**config.mk**
```make
export PLATFORM = sky130hd
export DESIGN_NAME = mem_access_stage
export DESIGN_NICKNAME = d
export VERILOG_FILES = /design/src/rtl/mem_stage_pkg.sv /design/src/rtl/mem_access_stage_load_align.sv /design/src/rtl/mem_access_stage.sv
export SDC_FILE = /design/constraint.sdc
export NUM_CORES = 1
export LEC_CHECK = 0
export CORE_MARGIN = 3
export CORE_UTILIZATION = 47
export CTS_CLUSTER_DIAMETER = 80
export CTS_CLUSTER_SIZE = 20
export DETAILED_ROUTE_END_ITERATION = 10
export PLACE_DENSITY = 0.81
export SYNTH_ARGS = -nofsm -noshare
export SYNTH_HDL_FRONTEND = slang
export SYNTH_SLANG_ARGS = --single-unit
```
**constraint.sdc**
```tcl
create_clock -name clk -period 2.2 [get_ports clk]
set_input_delay 0.66 -clock clk [delete_from_list [all_inputs] [get_ports clk]]
set_output_delay 0.66 -clock clk [all_outputs]
set_load 0.01 [all_outputs]
```
**src/rtl/mem_stage_pkg.sv**
```systemverilog
// Shared types, byte-enable masks and store-lane helpers for the MEM stage.
package mem_stage_pkg;

  typedef enum logic [1:0] {
    SZ_BYTE = 2'b00,
    SZ_HALF = 2'b01,
    SZ_WORD = 2'b10
  } mem_size_e;

  typedef enum logic {
    ST_IDLE = 1'b0,
    ST_WAIT = 1'b1
  } mem_state_e;

  localparam logic [3:0] BE_BYTE0   = 4'b0001;
  localparam logic [3:0] BE_HALF_LO = 4'b0011;
  localparam logic [3:0] BE_HALF_HI = 4'b1100;
  localparam logic [3:0] BE_WORD    = 4'b1111;

  // Size code 2'b11 is handled as a word access everywhere.
  function automatic logic is_misaligned(input logic [1:0] size, input logic [1:0] a);
    logic bad;
    case (size)
      SZ_BYTE: bad = 1'b0;
      SZ_HALF: bad = a[0];
      default: bad = |a;
    endcase
    return bad;
  endfunction

  function automatic logic [3:0] store_be(input logic [1:0] size, input logic [1:0] a);
    logic [3:0] be;
    case (size)
      SZ_BYTE: be = BE_BYTE0 << a;
      SZ_HALF: be = a[1] ? BE_HALF_HI : BE_HALF_LO;
      default: be = BE_WORD;
    endcase
    return be;
  endfunction

  function automatic logic [31:0] store_lanes(input logic [1:0] size, input logic [31:0] d);
    logic [31:0] w;
    case (size)
      SZ_BYTE: w = {4{d[7:0]}};
      SZ_HALF: w = {2{d[15:0]}};
      default: w = d;
    endcase
    return w;
  endfunction

endpackage

```
**src/rtl/mem_access_stage_load_align.sv**
```systemverilog
// Load lane selection and sign/zero extension of a little-endian read word.
module load_align
  import mem_stage_pkg::*;
(
  input  logic [31:0] rdata,
  input  logic [1:0]  addr_lo,
  input  logic [1:0]  size,
  input  logic        is_unsigned,
  output logic [31:0] data
);

  logic [7:0]  byte_lane;
  logic [15:0] half_lane;

  always_comb begin
    byte_lane = rdata[7:0];
    case (addr_lo)
      2'd0:    byte_lane = rdata[7:0];
      2'd1:    byte_lane = rdata[15:8];
      2'd2:    byte_lane = rdata[23:16];
      default: byte_lane = rdata[31:24];
    endcase
    half_lane = addr_lo[1] ? rdata[31:16] : rdata[15:0];

    data = rdata;
    case (size)
      SZ_BYTE: data = is_unsigned ? {24'b0, byte_lane} : {{24{byte_lane[7]}}, byte_lane};
      SZ_HALF: data = is_unsigned ? {16'b0, half_lane} : {{16{half_lane[15]}}, half_lane};
      default: data = rdata;
    endcase
  end

endmodule

```
**src/rtl/mem_access_stage.sv**
```systemverilog
// MIPS MEM stage: registers the EX result and runs one req/ack data-memory transaction.
// Optional ack watchdog enabled by defining MEM_TIMEOUT_EN.
module mem_access_stage
  import mem_stage_pkg::*;
#(
  parameter int unsigned TIMEOUT_CYCLES = 255
) (
  input  logic        clk,
  input  logic        rst_n,
  input  logic        ex_valid,
  output logic        ex_ready,
  input  logic [31:0] alu_result,
  input  logic [31:0] store_data,
  input  logic        ctrl_mem_read,
  input  logic        ctrl_mem_write,
  input  logic [1:0]  ctrl_mem_size,
  input  logic        ctrl_mem_unsigned,
  input  logic        ctrl_reg_write,
  input  logic [4:0]  rd,
  output logic        dmem_req,
  output logic        dmem_we,
  output logic [31:0] dmem_addr,
  output logic [3:0]  dmem_be,
  output logic [31:0] dmem_wdata,
  input  logic        dmem_ack,
  input  logic [31:0] dmem_rdata,
  output logic        wb_valid,
  output logic [31:0] wb_data,
  output logic [4:0]  wb_rd,
  output logic        wb_reg_write,
  output logic        mem_err
);

  if (TIMEOUT_CYCLES == 0) begin : g_bad_timeout
    $error("TIMEOUT_CYCLES must be at least 1");
  end

  mem_state_e  state, state_nxt;

  logic        accept, is_mem, misalign, start_mem, ack_done, timed_out;
  logic [31:0] lat_addr;
  logic [1:0]  lat_size;
  logic        lat_unsigned, lat_we, lat_reg_write;
  logic [4:0]  lat_rd;
  logic [31:0] load_data;

  assign ex_ready  = (state == ST_IDLE);
  assign dmem_req  = (state == ST_WAIT);
  assign accept    = ex_valid & ex_ready;
  assign is_mem    = ctrl_mem_read | ctrl_mem_write;
  assign misalign  = is_misaligned(ctrl_mem_size, alu_result[1:0]);
  assign start_mem = accept & is_mem & ~misalign;
  assign ack_done  = (state == ST_WAIT) & dmem_ack;

`ifdef MEM_TIMEOUT_EN
  localparam int unsigned CW = $clog2(TIMEOUT_CYCLES + 1);
  logic [CW-1:0] wait_cnt;

  always_ff @(posedge clk) begin
    if (!rst_n)
      wait_cnt <= '0;
    else if (start_mem)
      wait_cnt <= '0;
    else if (state == ST_WAIT)
      wait_cnt <= wait_cnt + CW'(1);
  end

  // Fires on the edge closing the TIMEOUT_CYCLES-th WAIT cycle; an ack on that edge wins.
  assign timed_out = (state == ST_WAIT) & ~dmem_ack & (wait_cnt == CW'(TIMEOUT_CYCLES - 1));
`else
  assign timed_out = 1'b0;
`endif

  always_ff @(posedge clk) begin
    if (!rst_n)
      state <= ST_IDLE;
    else
      state <= state_nxt;
  end

  always_comb begin
    state_nxt = state;
    case (state)
      ST_IDLE: if (start_mem) state_nxt = ST_WAIT;
      ST_WAIT: if (dmem_ack || timed_out) state_nxt = ST_IDLE;
      default: state_nxt = ST_IDLE;
    endcase
  end

  load_align u_load_align (
    .rdata       (dmem_rdata),
    .addr_lo     (lat_addr[1:0]),
    .size        (lat_size),
    .is_unsigned (lat_unsigned),
    .data        (load_data)
  );

  always_ff @(posedge clk) begin
    if (!rst_n) begin
      lat_addr      <= '0;
      lat_size      <= '0;
      lat_unsigned  <= 1'b0;
      lat_we        <= 1'b0;
      lat_reg_write <= 1'b0;
      lat_rd        <= '0;
      dmem_we       <= 1'b0;
      dmem_addr     <= '0;
      dmem_be       <= '0;
      dmem_wdata    <= '0;
      wb_valid      <= 1'b0;
      wb_data       <= '0;
      wb_rd         <= '0;
      wb_reg_write  <= 1'b0;
      mem_err       <= 1'b0;
    end else begin
      wb_valid <= 1'b0;
      mem_err  <= 1'b0;

      if (accept) begin
        lat_addr      <= alu_result;
        lat_size      <= ctrl_mem_size;
        lat_unsigned  <= ctrl_mem_unsigned;
        lat_we        <= ctrl_mem_write;
        lat_reg_write <= ctrl_reg_write;
        lat_rd        <= rd;
        if (!is_mem) begin
          wb_valid     <= 1'b1;
          wb_data      <= alu_result;
          wb_rd        <= rd;
          wb_reg_write <= ctrl_reg_write;
        end else if (misalign) begin
          wb_valid     <= 1'b1;
          mem_err      <= 1'b1;
          wb_data      <= alu_result;
          wb_rd        <= rd;
          wb_reg_write <= 1'b0;
        end else begin
          dmem_we    <= ctrl_mem_write;
          dmem_addr  <= {alu_result[31:2], 2'b00};
          dmem_be    <= store_be(ctrl_mem_size, alu_result[1:0]);
          dmem_wdata <= store_lanes(ctrl_mem_size, store_data);
        end
      end

      if (ack_done) begin
        wb_valid     <= 1'b1;
        wb_data      <= lat_we ? lat_addr : load_data;
        wb_rd        <= lat_rd;
        wb_reg_write <= lat_reg_write & ~lat_we;
      end else if (timed_out) begin
        wb_valid     <= 1'b1;
        mem_err      <= 1'b1;
        wb_data      <= lat_addr;
        wb_rd        <= lat_rd;
        wb_reg_write <= 1'b0;
      end
    end
  end

endmodule

```
==> impl_metrics.tcl, run 1 <==
set metrics [dict create \
    htreeDepth 4 \
    numPortBuffers 219 \
    critical_path.max_fanout 3 \
    p_per_area_nw_per_um2 727.5 \
    finalHoldViolCount 0 \
    place.gp.congestion 0.9632 \
    post-dp-hpwl_mm 16.40 \
    cts_inserted_buffers 17 \
    peakVddDrop_uv 603.2 \
    grt_setup_unrepaired "false" \
    fmax_ghz 0.4747 \
    rows 43 \
    maxSlewHeadroom_pct 53.19 \
    cp.arrival_ns 2.42 \
    power.internal_mw 5.347 \
    skew_ns 0.009495 \
    grt_pass1_vias 6903 \
    hold_class "register to register" \
    cts_resized 0 \
    overflow 0 \
    drc 0 \
    fp.dieArea_um2 16170 \
    wl_per_cell_um 17.95 \
    p_comb_share_pct 19.9 \
    final_cells 1275 \
    swShare_pct 26.78 \
    nNetsFinal 1193 \
    avgSynthCellArea_um2 7.988 \
    endpoint_kind "register" \
    power.total_mw 7.302 \
    max_stage_delay_ns 0.60 \
    yosysUniqueCellTypes 53 \
    synth_most_common_cell "nand2_1" \
    path_cells "clkdlybuf4s50_1 -> mux2i_1 -> o32ai_2 -> a2111oi_0 -> buf_4 -> nor3_1" \
    drtAntennaViolNets 0 \
    worstSetupStartpointType "primary input" \
    drt-initial-drc-count 717 \
    synth_sequential_area_ratio_pct 43.51 \
    placed_cell_area_um2 9462 \
    grt_pass1_wl_mm 36.21 \
    finalSetupViolations 0 \
    cts.sinks 150 \
    critical_path.top_delay_family "compound AO/OA/AOI/OAI gates" \
    switchingPower_mw 1.955 \
    fin_crit_ns 2.107 \
    async_flop_share_pct 0 \
    synth-edff-count 0 \
    syn_to_final_growth_pct 45.43 \
    yosys_warnings 0 \
    worst_pin_slew_ns 0.7007 \
    postCtsSetupBuffers 0 \
    ys.flop_type "dfxtp_1" \
    required_ns 2.51 \
    dp_cells 1243 \
    vias 7217 \
    core-area_um2 14100 \
    final_area_um2 10040 \
    yosys-top-cells-area "dfxtp_1 44%, nand2_1 12%, a21oi_1 7.5%, mux2i_1 6.1%, o21ai_0 3.8%" \
    dieHeight_um 127.2 \
    viasPerCell 5.660 \
    grtUsageTotal_pct 27.96 \
    n_antenna_cell 0 \
    cts_buffer_depth 2 \
    routed_wl_mm 22.88 \
    ioPinCount 222 \
    status "complete, no violations" \
    clk_latency_ns 0.42 \
    synth_area_um2 6902 \
    synth_seq_cells 150 \
    crit_path_top_delay_cell "a2111oi_0" \
    crit_type "primary input to register" \
    clkPwrFrac_pct 38.7 \
    leakage_nw 3.832 \
    root_buffer "clkbuf_16" \
    initial_utilization_pct 48.96 \
    drv_slew 0 \
    antenna_found_initial 0 \
    n_fill_cell 1135 \
    tritoncts "done" \
    path_clk_slew_ns 0.06 \
    synthCells 864 \
    hold_buffers 0 \
    die_x_um 127.2 \
    worstPathBufferInverterCount 2 \
    maxCapViolCount 0 \
    grt_max_degree 41 \
    synth_common_cells "215 x nand2_1, 150 x dfxtp_1, 104 x a21oi_1" \
    period_share_pct 95.76 \
    synth_top_area_share_pct 43.51 \
    seqPwrFrac_pct 41.3 \
    first_pass_iters 5 \
    drive_above_1_share_pct 10.05 \
    rrSetupSlack_ns 0.15 \
    synth_area_leader_cell "dfxtp_1" \
]
stage by stage:
stage | TNS, ns | utilization, % | hold slack [ns] | worst slack, ns
after floorplan | 0 | - | 0.4318 | 0.3233
after global placement | -4.748 | 67.12 | 0.4382 | -0.2338
after detailed placement | -8.153 | 67.12 | 0.4432 | -0.2095
after CTS | 0 | 71.20 | 0.4517 | 0.01829
after global routing | 0 | 71.21 | 0.4687 | 0.09124
final | 0 | 71.21 | 0.4508 | 0.09336
worst register-to-register path, delay by kind of cell, from the launching register on:
kind                   cells  cell delay, ns
buffers and inverters      1            0.21
multiplexers               1            0.37
AO/OA/AOI/OAI              2            0.75
flip-flops                 1            0.56
AND/OR/NAND/NOR            1            0.05
state kept, by name, summed over array words and instances, names as in the netlist:
signal and flops:
lat_size 2, dmem_we 1, mem_err 1, dmem_wdata 32, lat_we 1, wb_reg_write 1
dmem_be 4, wb_data 32, dmem_addr 30, lat_unsigned 1, wb_valid 1, lat_reg_write 1
wb_rd 5, lat_rd 5, dmem_req 1, lat_addr 32
final cells by class:
cell class	instances	area, um2	area share (%)
multi-input cells	635	3523	35.10
flip-flops and latches	150	3004	29.93
repair buffers	274	2693	26.83
clock buffers	20	446.7	4.450
well taps	180	225.2	2.244
clock inverters	12	127.6	1.272
inverters	4	17.52	0.1745
cells by family (layout without fill, tap and decap cells):
| group | after synthesis | count (layout) | share of synthesized area (%) |
|---|---|---|---|
| muxes | 43 | 43 | 6.291 |
| AOI/OAI and AO/OA | 247 | 247 | 22.83 |
| buffers and inverters | 80 | 310 | 5.656 |
| and+or+nand+nor | 343 | 343 | 21.66 |
| other | 1 | 2 | 0.05434 |
| DFF | 150 | 150 | 43.51 |
cells in the final DEF, fill, tap and decap left out, drive strengths merged, types with 3 or more instances in the layout:
cell type      netlist  final
clkdlybuf4s50        0    219
nor2b               11     11
clkinv               0      5
a311oi              12     12
a21oi              104    104
mux2i               43     43
nor2                39     39
nand2b              29     29
o21ai               53     53
dfxtp              150    150
inv                  4      5
a21o                 5      5
nand2              215    215
buf                 35     55
a211oi              38     38
clkinvlp             0      4
o31ai                5      5
nor3                31     31
nand3                3      3
clkbuf              41     20
a22oi                7      7
o32a                 5      5
or2                  3      3
o221ai               3      3
routing by layer:
| metal | track usage (%) | routed length, um | vias up |
|---|---|---|---|
| met2 | 42.96 | 10480 | 384 |
| met4 | 13.50 | 937 | 0 |
| met3 | 5.393 | 1795 | 67 |
| met1 | 37.87 | 9664 | 3329 |
| met5 | 0 | 0 | - |
| li1 | - | - | 3437 |
path summary, 6_finish.rpt:
kind / startpoint / to / depth (start not counted)
max: dmem_rdata[31] / wb_data[8] / 6
min: dmem_wdata[7] / dmem_wdata[7] / 2
max reg2reg: lat_addr[1] / wb_data[8] / 5
min reg2reg: dmem_wdata[7] / dmem_wdata[7] / 2
power groups by stage:
stage	combinational, mW	clock (mW)	sequential (mW)
floorplan	0.646	0	3.11
global placement	1.41	0	3.07
detailed placement	1.43	0	3.07
CTS	1.45	2.87	3.02
global route	1.57	2.99	3.04
finish	1.46	2.83	3.02
Power figures use the tool's default switching activity.
==> run 2: changes to the inputs <==
--- a/config.mk
+++ b/config.mk
@@ -5,12 +5,12 @@
 export SDC_FILE = /design/constraint.sdc
 export NUM_CORES = 1
 export LEC_CHECK = 0
-export CORE_MARGIN = 3
-export CORE_UTILIZATION = 47
+export CORE_UTILIZATION = 55
 export CTS_CLUSTER_DIAMETER = 80
 export CTS_CLUSTER_SIZE = 20
 export DETAILED_ROUTE_END_ITERATION = 10
-export PLACE_DENSITY = 0.81
+export DONT_BUFFER_PORTS = 1
+export PLACE_DENSITY = 0.82
 export SYNTH_ARGS = -nofsm -noshare
 export SYNTH_HDL_FRONTEND = slang
 export SYNTH_SLANG_ARGS = --single-unit
==> run 2 against run 1 <==
  * Non-clock buffer count decreased by 251
  * Sequential share of layout area increased by 10 points
  * Design area decreased by 25%
  * Critical path depth decreased by 2
  * Hold slack got worse by 0.081 ns
  * Register-to-register slack improved by 0.03 ns
  * Final cell count decreased by 21%
  * Largest power group unchanged
  * Sequential power increased by 3%
  * Highest routed layer unchanged
  * Via count decreased by 15%
  * Count of clock-buffer cells in the layout increased by 2
  * Power decreased by 12%
==> impl_metrics.tcl, run 2 (same netlist as run 1, synthesis figures left out) <==
set metrics [dict create \
    status "complete, no violations" \
    cts_inserted_buffers 17 \
    period_share_pct 91.73 \
    fp.dieArea_um2 13000 \
    first_pass_iters 6 \
    path_clk_slew_ns 0.06 \
    final_area_um2 7492 \
    final_common_cell "nand2_1" \
    critical_path.max_fanout 13 \
    cts_resized 0 \
    finalSetupTns_ns 0 \
    drive_above_1_share_pct 9.015 \
    syn_to_final_growth_pct 8.557 \
    grt_pass1_wl_mm 30.31 \
    wl_per_cell_um 19.47 \
    whs_ns 0.3703 \
    grt_pass1_vias 5747 \
    required_ns 2.54 \
    maxCapViolCount 0 \
    postCtsSetupBuffers 0 \
    htreeDepth 4 \
    reg_top3 "dmem_wdata: 32 flops, lat_addr: 32 flops, wb_data: 32 flops" \
    grt_max_degree 57 \
    worstSetupStartpointType "register" \
    cp.arrival_ns 2.36 \
    grt_setup_unrepaired "false" \
    skew_ns 0.008787 \
    clk_latency_ns 0.42 \
    path_cells "nor2b_1 -> a311oi_1 -> o32a_1 -> nor3_1" \
    core-area_um2 12110 \
    endpoint_kind "register" \
    place.gp.congestion 0.9346 \
    ioPinCount 222 \
    finalSetupViolations 0 \
    power.total_mw 6.459 \
    fmax_ghz 0.4955 \
    hold_class "primary input to register" \
    antenna_found_initial 0 \
    placed_cell_area_um2 6964 \
    initial_utilization_pct 56.98 \
    dp_cells 980 \
    cts.sinks 150 \
    vias 6139 \
    drtAntennaViolNets 0 \
    dp_slack_ns 0.1443 \
    nNetsFinal 942 \
    final_cells 1011 \
    worstPathBufferInverterCount 0 \
    fin_crit_ns 2.018 \
    root_buffer "clkbuf_16" \
    drc 0 \
    critical_path.top_delay_family "simple AND/OR/NAND/NOR gates" \
    drt-initial-drc-count 464 \
    overflow 0 \
    max_stage_delay_ns 0.77 \
    peakVddDrop_uv 528.1 \
    maxSlewHeadroom_pct 39.30 \
    worst_slack_ns 0.1819 \
    tritoncts "done" \
    drv_slew 0 \
    finalHoldViolCount 0 \
    numPortBuffers 0 \
    hold_buffers 0 \
    crit_type "register to register" \
    rows 40 \
    n_antenna_cell 0 \
    layout_common_cells "215 x nand2_1, 150 x dfxtp_1, 104 x a21oi_1" \
    viasPerCell 6.072 \
    post-dp-hpwl_mm 13.69 \
    worst_pin_slew_ns 0.9086 \
    dieHeight_um 114.0 \
    utilization_pct 61.86 \
    die_x_um 114.0 \
    grtUsageTotal_pct 30.56 \
    p_per_area_nw_per_um2 862.1 \
    cts_buffer_depth 2 \
    routed_wl_mm 19.68 \
    leakage_nw 2.838 \
    crit_path_top_delay_cell "nor2b_1" \
]
run 2: layer usage:
layer	track usage, %	wire [um]	vias to the layer above	part of all wire (%)
li1	-	-	2928	-
met1	37.55	7943	2863	40
met2	46.87	9017	303	46
met3	12.91	2195	45	11
met4	13.07	526	0	2.7
met5	0	0	-	0
run 2: final cells by class:
class | count | area, um2
clock buffers | 22 | 474.2
clock inverters | 9 | 53.80
fillers | 1090 | 4619
inverters | 4 | 17.52
multi-input cells | 635 | 3523
flip-flops and latches | 150 | 3003
well taps | 168 | 210.2
repair buffers | 23 | 210.2
run 2: worst reg2reg max path, stage by stage (launching register included):
cell	delay, ns
dfxtp_1	0.49
nor2b_1	0.78
a311oi_1	0.12
o32a_1	0.39
nor3_1	0.17
run 2: path summary, 6_finish.rpt:
path / from / to / slack (ns) / cells after the start
worst max register to register: lat_addr[1] / wb_data[4] / 0.18 / 4
worst max-delay path: lat_addr[1] / wb_data[4] / 0.18 / 4
worst min register to register: lat_addr[23] / lat_addr[23] / 0.45 / 2
worst min-delay path: alu_result[19] / dmem_addr[19] / 0.37 / 2
run 2: where the power goes:
group | leakage [nW] | switching (mW) | internal (mW)
clock | 0.261 | 1.09 | 1.51
combinational | 1.35 | 0.440 | 0.317
sequential | 1.23 | 0.196 | 2.90
==> run 3: changes to the inputs <==
--- a/config.mk
+++ b/config.mk
@@ -10,6 +10,7 @@
 export CTS_CLUSTER_SIZE = 20
 export DETAILED_ROUTE_END_ITERATION = 10
 export DONT_BUFFER_PORTS = 1
+export MAX_ROUTING_LAYER = met4
 export PLACE_DENSITY = 0.82
 export SYNTH_ARGS = -nofsm -noshare
 export SYNTH_HDL_FRONTEND = slang
==> run 3 against run 2 <==
  * Register-to-register slack barely moved
  * Via count up 0.13%
  * Power hardly changed
  * Worst setup slack worse by 0.0038 ns
  * Global-route usage rose by 0.95 points
  * Combinational power about the same
  * Clock skew shrank 0.0013 ns
  * Fmax is 0.19% lower
  * Count of clock-buffer cells in the layout unchanged
  * Wire length is 0.46% lower
  * Critical path depth did not move
==> impl_metrics.tcl, run 3 (same netlist as run 1, synthesis figures left out) <==
set metrics [dict create \
    finalSetupTns_ns 0 \
    path_cells "nor2b_1 -> a311oi_1 -> o32a_1 -> nor3_1" \
    reg_top3 "dmem_wdata: 32 flops, lat_addr: 32 flops, wb_data: 32 flops" \
    postCtsSetupBuffers 0 \
    rr_worst_depth 4 \
    syn_to_final_growth_pct 8.557 \
    overflow 0 \
    p_per_area_nw_per_um2 862.2 \
    ioPinCount 222 \
    crit_type "register to register" \
    skew_ns 0.007485 \
    root_buffer "clkbuf_16" \
    finalHoldViolCount 0 \
    place.gp.congestion 0.9514 \
    drtAntennaViolNets 0 \
    peakVddDrop_uv 525.7 \
    wl_per_cell_um 19.38 \
    n_antenna_cell 0 \
    max_stage_delay_ns 0.79 \
    cts_resized 0 \
    grt_pass1_wl_mm 30.33 \
    timing.rr.start "lat_addr[1]" \
    die_x_um 114.0 \
    hold_class "primary input to register" \
    routed_wl_mm 19.59 \
    leakage_nw 2.838 \
    hold_buffers 0 \
    viasPerCell 6.080 \
    p_comb_share_pct 11.7 \
    maxSlewHeadroom_pct 38.35 \
    final_common_cell "nand2_1" \
    cp.arrival_ns 2.37 \
    worst_slack_ns 0.1780 \
    clkPwrFrac_pct 40.3 \
    cts.sinks 150 \
    layout_common_cells "215 x nand2_1, 150 x dfxtp_1, 104 x a21oi_1" \
    nNetsFinal 942 \
    maxCapViolCount 0 \
    antenna_found_initial 0 \
    grt_setup_unrepaired "false" \
    critical_path.max_fanout 13 \
    r2r-end "wb_data[4]" \
    swShare_pct 26.76 \
    seqPwrFrac_pct 48.0 \
    status "complete, no violations" \
    power.total_mw 6.460 \
    fp.dieArea_um2 13000 \
    required_ns 2.54 \
    grtUsageTotal_pct 31.51 \
    first_pass_iters 5 \
    rows 40 \
    path_clk_slew_ns 0.06 \
    switchingPower_mw 1.729 \
    endpoint_kind "register" \
    worstSetupStartpointType "register" \
    setup.worst_path.start "lat_addr[1]" \
    grt_pass1_vias 5761 \
    tritoncts "done" \
    initial_utilization_pct 56.98 \
    crit_path_top_delay_cell "nor2b_1" \
    grt_max_degree 57 \
    post-dp-hpwl_mm 13.69 \
    cts_inserted_buffers 17 \
    cts_buffer_depth 2 \
    fmax_ghz 0.4946 \
    dp_slack_ns 0.1443 \
    drive_above_1_share_pct 9.015 \
    power.internal_mw 4.731 \
    cp-endpoint "wb_data[4]" \
    core-area_um2 12110 \
    final_cells 1011 \
    clk_latency_ns 0.42 \
    dieHeight_um 114.0 \
    worst_pin_slew_ns 0.9229 \
    fin_crit_ns 2.022 \
    period_share_pct 91.91 \
    numPortBuffers 0 \
    dp_cells 980 \
    finalSetupViolations 0 \
    rrSetupSlack_ns 0.18 \
    drc 0 \
    htreeDepth 4 \
    drt-initial-drc-count 510 \
    vias 6147 \
    drv_slew 0 \
]
==> run 3: cell counts in the layout (fill, tap and decap cells not counted) <==
Identical to the previous run, type by type.
==> run 3: power by group through the flow <==
stage          combinational (mW)  clock [mW]  sequential (mW)
2_1_floorplan               0.646           0             3.11
3_3_place_gp                0.729           0             3.15
3_5_place_dp                0.749           0             3.16
4_1_cts                     0.754        2.63             3.10
5_1_grt                     0.840        2.76             3.12
6_report                    0.756        2.61             3.10
==> run 3: how the worst min path moves through the flow <==
stage / from / endpoint / slack (ns) / depth (start not counted)
after detailed placement: lat_addr[19] / lat_addr[19] / 0.44 / 2
after global routing: alu_result[19] / dmem_addr[19] / 0.35 / 2
after floorplan: lat_reg_write / lat_reg_write / 0.43 / 2
after CTS: alu_result[29] / dmem_addr[29] / 0.36 / 2
after global placement: lat_addr[24] / lat_addr[24] / 0.44 / 2
final: alu_result[19] / dmem_addr[19] / 0.37 / 2
==> run 3: per-stage QoR <==
stage / hold slack, ns / area, um2 / util (%)
CTS: 0.3589 / 7492 / 61.86
global placement: 0.4387 / 6964 / 57.50
detailed placement: 0.4437 / 6964 / 57.50
floorplan: 0.4318 / 6905 / -
global route: 0.3514 / 7492 / 61.86
finish: 0.3678 / 7492 / 61.86
==> run 3: layer usage <==
layer | track usage (%) | wire length [um] | vias up
met5 | - | 0 | -
met4 | 13.85 | 536 | 0
met3 | 12.17 | 2117 | 40
met2 | 46.71 | 8902 | 297
met1 | 37.95 | 8035 | 2882
li1 | - | - | 2928
==> run 3: layout make-up <==
type / count / area, um2
well taps: 168 / 210.2
fillers: 1090 / 4619
repair buffers: 23 / 210.2
multi-input cells: 635 / 3523
clock buffers: 22 / 474.2
flip-flops and latches: 150 / 3003
inverters: 4 / 17.52
clock inverters: 9 / 53.80
==> run 3: worst max-delay path, delay by kind of cell, from the launching register on <==
kind | cells | cell delay [ns]
simple gates | 2 | 0.96
flops | 1 | 0.50
compound gates | 2 | 0.49
